**config.mk**
```make
export PLATFORM = sky130hd
export DESIGN_NAME = debounce_bank
export DESIGN_NICKNAME = d
export VERILOG_FILES = /design/src/rtl/debounce_bank.sv
export SDC_FILE = /design/constraint.sdc
export NUM_CORES = 1
export LEC_CHECK = 0
export ABC_CLOCK_PERIOD_IN_PS = 5100
export BUFFER_PORTS_ARGS = -buffer_cell sky130_fd_sc_hd__buf_4
export CELL_PAD_IN_SITES_DETAIL_PLACEMENT = 2
export CELL_PAD_IN_SITES_GLOBAL_PLACEMENT = 2
export CORE_MARGIN = 2
export CORE_UTILIZATION = 25
export CTS_CLUSTER_SIZE = 40
export DETAILED_ROUTE_END_ITERATION = 12
export GPL_ROUTABILITY_DRIVEN = 1
export PLACE_DENSITY = 0.58
export SYNTH_ARGS = -nofsm -noshare
export SYNTH_HDL_FRONTEND = slang
export SYNTH_SLANG_ARGS = --single-unit
```
**constraint.sdc**
```tcl
create_clock -name clk -period 5.1 [get_ports clk]
set_clock_uncertainty 0.2 [all_clocks]
set_input_delay 0.51 -clock clk [delete_from_list [all_inputs] [get_ports clk]]
set_output_delay 0.51 -clock clk [all_outputs]
set_load 0.02 [all_outputs]
```
**src/rtl/debounce_bank.sv**
```systemverilog
// Multi-channel push-button conditioner: 2-flop sync, per-channel debounce, polarity
// normalisation, press/release pulses and optional auto-repeat. release/repeat are SV keywords, hence *_pulse.
module debounce_bank #(
  parameter int unsigned CHANNELS     = 4,
  parameter int unsigned INTERVAL     = 1000000,
  parameter int unsigned CNT_W        = 21,
  parameter int unsigned ACTIVE_LOW   = 1,
  parameter int unsigned REPEAT_DELAY = 0,
  parameter int unsigned REPEAT_RATE  = 5000000,
  parameter int unsigned RPT_W        = 26
) (
  input  logic                clk,
  input  logic                rst_n,
  input  logic [CHANNELS-1:0] btn_in,
  output logic [CHANNELS-1:0] level,
  output logic [CHANNELS-1:0] press,
  output logic [CHANNELS-1:0] release_pulse,
  output logic [CHANNELS-1:0] repeat_pulse,
  output logic                any_press
);

  localparam logic [CHANNELS-1:0] IDLE    = (ACTIVE_LOW != 0) ? '1 : '0;
  localparam logic [CNT_W-1:0]    CNT_MAX = CNT_W'(INTERVAL);

  logic [CHANNELS-1:0] s1, s2, raw, sample, levelNext, rise, fall;
  logic [CNT_W-1:0]    cnt [CHANNELS];

  always_comb begin
    raw       = s2 ^ IDLE;
    levelNext = level;
    // A saturated count commits even on the edge a new value arrives, so INTERVAL+1 stable samples suffice
    for (int unsigned i = 0; i < CHANNELS; i++) begin
      if (cnt[i] == CNT_MAX) levelNext[i] = sample[i];
    end
    rise = levelNext & ~level;
    fall = level & ~levelNext;
  end

  always_ff @(posedge clk or negedge rst_n) begin
    if (!rst_n) begin
      s1            <= IDLE;
      s2            <= IDLE;
      sample        <= '0;
      level         <= '0;
      press         <= '0;
      release_pulse <= '0;
      any_press     <= 1'b0;
      for (int unsigned i = 0; i < CHANNELS; i++) cnt[i] <= '0;
    end else begin
      s1            <= btn_in;
      s2            <= s1;
      level         <= levelNext;
      press         <= rise;
      release_pulse <= fall;
      any_press     <= |rise;
      for (int unsigned i = 0; i < CHANNELS; i++) begin
        if (raw[i] != sample[i]) begin
          sample[i] <= raw[i];
          cnt[i]    <= '0;
        end else if (cnt[i] != CNT_MAX) begin
          cnt[i] <= cnt[i] + CNT_W'(1);
        end
      end
    end
  end

  if (REPEAT_DELAY != 0) begin : gRepeat
    localparam logic [RPT_W-1:0] DLY  = RPT_W'(REPEAT_DELAY);
    localparam logic [RPT_W-1:0] RATE = RPT_W'(REPEAT_RATE);

    logic [RPT_W-1:0]    hold    [CHANNELS];
    logic [RPT_W-1:0]    holdInc [CHANNELS];
    logic [CHANNELS-1:0] phaseRate, hit;

    // hold is zero-based: a pulse fires on the edge where the incremented count meets the target
    always_comb begin
      hit = '0;
      for (int unsigned i = 0; i < CHANNELS; i++) begin
        holdInc[i] = hold[i] + RPT_W'(1);
        hit[i]     = (holdInc[i] == (phaseRate[i] ? RATE : DLY));
      end
    end

    always_ff @(posedge clk or negedge rst_n) begin
      if (!rst_n) begin
        repeat_pulse <= '0;
        phaseRate    <= '0;
        for (int unsigned i = 0; i < CHANNELS; i++) hold[i] <= '0;
      end else begin
        for (int unsigned i = 0; i < CHANNELS; i++) begin
          if (!levelNext[i] || rise[i]) begin
            hold[i]         <= '0;
            phaseRate[i]    <= 1'b0;
            repeat_pulse[i] <= 1'b0;
          end else if (hit[i]) begin
            hold[i]         <= '0;
            phaseRate[i]    <= 1'b1;
            repeat_pulse[i] <= 1'b1;
          end else begin
            hold[i]         <= holdInc[i];
            repeat_pulse[i] <= 1'b0;
          end
        end
      end
    end
  end else begin : gNoRepeat
    assign repeat_pulse = '0;
  end

endmodule

```
Yosys cells after proc, flatten, opt, wreduce, memory -nomap -nowiden:

Index checks and enable logic that the tools add are counted.

* output and inout bits: 17
* input bits: 6
* register bits: 109
* word-level logic and storage cells: 52

* bitwise gates (word level): 5
* reduce and logical (&&, ||, !) cells: 5
* eq/ne operators: 12
* multiplexer cells: 12
* add/sub/neg operators: 4

Operators with widths (count)
* two-way mux 21 bit: 8
* adder 21 x 1 -> 21 bit (second input constant): 4
* equality test 21 x 20 -> 1 bit (second input constant): 4
* inequality test 21 x 20 -> 1 bit (second input constant): 4
* NOT 4 bit: 3
* bitwise AND 4 bit: 2
* nonzero test 2 bit: 4
* two-way mux 1 bit: 4
* inequality test 1 bit: 4
* OR reduction 4 bit: 1

Longest topological paths before layout:

* word-level depth: 4
* mapped depth: 6
* mapped depth without buffers: 6

Least setup slack after synthesis:

OpenSTA, ideal clock, no wires.

* kind: register to register
* start: register cnt[21] (netlist name)
* end: register cnt[41] (netlist name)
* path slack: 3014 ps
* period minus slack after synthesis: 2086 ps
* data required time: 4806 ps
* cell stages (with the launch flop): 6
* setup time: 94 ps
* buffers on the path: 0
* data arrival time: 1792 ps
* path through: dfrtp_1 > ha_1 > nand3_1 > or3_1 > or4_1 > a211oi_1

* cells in the longest elaborated chain, start to end: 3
* elaborated cells between the ends (all ways): 5
* classes of those cells: 1 x add/sub; 1 x eq/ne; 2 x mux; 1 x reduce/logical

Ends and longest elaborated chain
* from (decl): RTL line 26 `logic [CNT_W-1:0] cnt [CHANNELS];`
* from (signal, indexed assignment): RTL line 61 `cnt[i] <= cnt[i] + CNT_W'(1);`
* adder 21 x 1 -> 21 bit: RTL line 61
* two-way mux 21 bit: RTL line 60 `end else if (cnt[i] != CNT_MAX) begin`
* two-way mux 21 bit: RTL line 57 `if (raw[i] != sample[i]) begin`

Several ways; a longest one is shown, not always the timed one. The select of a mux whose other input is x is not followed.
A chain may end at the register's enable or synchronous reset.

Final worst setup path:

* start: register cnt[52] (netlist name)
* end: register any_press

* cells in the longest elaborated chain, start to end: 4

Ends and longest elaborated chain
* equality test 21 x 20 -> 1 bit: RTL line 33 `if (cnt[i] == CNT_MAX) levelNext[i] = sample[i];`
* two-way mux 1 bit: RTL line 33
* bitwise AND 4 bit: RTL line 35 `rise = levelNext & ~level;`
* via rise[1]: RTL line 25 `logic [CHANNELS-1:0] s1, s2, raw, sample, levelNext, rise, fall;`
* OR reduction 4 bit: RTL line 55 `any_press <= |rise;`
* to (signal assigned): RTL line 55
* to (decl): RTL line 19 `output logic any_press`

The timed path passes the listed nets, and every way through them passes these cells.

==> impl_metrics.py <==
metrics = {
    "outcome": {
        "run_status": "finished, violations left",
        "violations": "hold timing",
    },
    "floorplan": {
        "rows": 53,
        "pin_count": 23,
        "core_area_sq_um": 21000,
        "die_w_microns": 150,
        "initial_core_util": 0.254,
        "die-area_sq_um": 22600,
        "die_y_microns": 150,
    },
    "place": {
        "gp_congestion": 0.763,
        "port_buffers": 18,
        "dpl.hpwl_microns": 9780,
    },
    "route": {
        "dr_total_vias": 4148,
        "dr.pass1.iters": 4,
        "first_iter_violations": 165,
        "wl_per_cell_microns": 16.9,
        "drc": 0,
        "viasPerCell": 4.99,
        "antenna_left": 0,
        "wl_microns": 14000,
    },
    "clock_tree": {
        "path_clk_slew_ns": 0.07,
        "cts_tree": "done",
        "post_cts_buffers": 0,
        "postCtsHoldBufs": 0,
        "cts_buffers": 9,
        "htree_levels": 3,
        "cts.sinks": 109,
        "cts_resized": 0,
        "cts-root-buf": "clkbuf_16",
        "clock_latency_ns": 0.35,
        "clockBufferDepth": 2,
    },
    "global_routing": {
        "grt_max_degree": 59,
        "antenna_found_initial": 0,
        "grt_pass1_wl_microns": 24300,
        "overflow": 0,
        "grt_pass1_vias": 4635,
        "gr-usage-all-layers": 0.135,
    },
    "worst_setup_path": {
        "path_class": "flop to flop",
        "critPathMaxFanout": 6,
        "reg2reg_from": "cnt[52]",
        "regToRegEndpoint": "any_press",
        "required_ns": 5.19,
        "setup.worst_path.start_class": "flop",
        "end_kind": "flop",
        "rrSetupSlack_ns": 2.71,
        "arrival_ns": 2.48,
        "ff2ff_path_depth": 4,
    },
    "sta": {
        "timing.hold.ws_ns": -0.00690,
        "rsz0062_at_grt": "no",
        "fin_crit_sh": 0.469,
        "slew_violations": 0,
        "relSlewSlack": 0.484,
        "hold_viol": 3,
        "final-setup-viol-count": 0,
        "worst_pin_slew_ns": 0.774,
        "fin_setup_tns_ns": 0,
        "fin_crit_ns": 2.39,
        "fmax_ghz": 0.418,
    },
    "layout": {
        "antennaDiodeCount": 0,
        "seq_area_sq_um": 2740,
        "fill_cells": 2328,
        "multiInputGateArea_sq_um": 2430,
        "area_growth_pct": 13.6,
        "nNetsFinal": 566,
        "final_layout_size_suffix_gt1_frac": 0.104,
    },
    "synth": {
        "yosysWarnings": 0,
        "ys.flop_type": "dfrtp_1",
        "syn_area_sq_um": 5350,
        "synthCells": 535,
        "ys_types": 42,
        "synth_edf_count": 0,
        "ys_ff_latch": 109,
        "synth_async_sr_flop_share": 1.00,
        "avgSynthCellArea_sq_um": 10.0,
        "seq_area_frac_synth": 0.512,
    },
    "pwr": {
        "p_per_area_nw_per_um2": 288,
        "peakVddDrop_mv": 0.167,
        "p_leak_nw": 2.39,
        "total_power_mw": 1.75,
    },
    "flow_run": {
        "drv_cap": 0,
    },
    "min_path": {
        "hold_path.class": "primary input to async pin",
    },
}
worst max-delay path, stage by stage (launching register included):
cell and delay [ns]:
dfrtp_1 0.45, nor4b_1 0.56, nand4_1 0.29, nor4b_1 0.63, or4_1 0.20
placed cells by master (no fill, tap or decap), types with 3 or more instances in the layout:
cell type  Yosys  final
or3_2          3      3
nor4_1         8      8
ha_1           8      8
o31ai_1       16     16
nor2b_1        3      3
xor2_1        24     24
clkbuf_16      0      9
nor4b_1       18     18
o21ai_0       20     20
or4_1         22     22
inv_1         26     26
a21oi_1       35     35
and4_1         9      9
nand2_1       25     25
buf_4          4     23
nand4_1       21     21
dfstp_2        8      8
nor3_1        15     15
dfrtp_1      101    101
nor2_1        47     47
o21a_1         4      4
and3_1         7      7
conb_1         1      4
nand3_1       32     32
nand2b_1       3      3
mux2_2         5      5
or3_1         12     12
a211oi_1       3      3
and2_1         3      3
xnor2_1       23     23
clkinv_2       0      4
sequential cells by signal, summed over array words and instances (netlist names):
name and count:
any_press 1, cnt 84, level 4, press 4, release_pulse 4, s1 4
s2 4, sample 4
metal layers:
metal / up-vias / share of wire / GRT usage
li1: 1959 / - / -
met1: 2148 / 0.48 / 0.181
met2: 30 / 0.49 / 0.228
met3: 11 / 0.013 / 0.0191
met4: 0 / 0.014 / 0.0420
met5: - / 0 / 0
area by class of cell:
cell class,instances,share of cell area
Clock buffer,9,0.0371
Clock inverter,7,0.0109
Inverter,26,0.0161
Multi-Input combinational cell,383,0.400
Sequential cell,109,0.451
Tap cell,275,0.0567
Timing Repair Buffer,23,0.0284
cells by family (layout without fill, tap and decap cells):
kind of cell	count (synthesis)	after routing	synth area share
other	1	4	0.000701
DFF	109	109	0.512
adders and majority gates	8	8	0.0187
muxes	5	5	0.0105
and+or+nand+nor	237	237	0.255
AOI/OAI and AO/OA	82	82	0.0901
xor gates and xnor gates	47	47	0.0770
buffers and inverters	46	65	0.0358
through the flow:
stage / cell area [sq um] / setup slack [ns] / instances / utilization / hold slack (ns)
detailed placement: 5780 / 2.69 / 816 / 0.275 / 0.147
floorplan: 5360 / 3.01 / 538 / - / 0.0144
finish: 6070 / 2.71 / 832 / 0.289 / -0.00690
global route: 6070 / 2.52 / 832 / 0.289 / 0.0435
global placement: 5780 / 2.74 / 816 / 0.275 / 0.146
CTS: 6070 / 2.67 / 832 / 0.289 / 0.0224
worst max-delay path by stage:
stage	from	endpoint	depth (start not counted)
3_5_place_dp	cnt[52]	any_press	4
5_1_grt	cnt[52]	any_press	4
4_1_cts	cnt[52]	any_press	4
6_report	cnt[52]	any_press	4
2_1_floorplan	cnt[21]	cnt[41]	5
3_3_place_gp	cnt[52]	any_press	4
synth_stat cells (all sizes together) (16+ instances only):
library cell | number | share of area
o21ai | 20 | 0.019
inv | 26 | 0.018
xor2 | 24 | 0.039
dfrtp | 101 | 0.47
nand4 | 21 | 0.025
xnor2 | 23 | 0.038
a21oi | 35 | 0.033
nor2 | 47 | 0.033
nand2 | 25 | 0.018
o31ai | 16 | 0.022
nand3 | 33 | 0.032
nor4b | 18 | 0.029
or4 | 22 | 0.031
power breakdown:
group	leakage (nW)	internal [mW]	switching, mW
clock network	0.145	0.379	0.335
logic	0.769	0.0386	0.0804
registers	1.48	0.886	0.0283
total	2.39	1.30	0.444
Note: power is estimated with default switching activity, not from simulation.
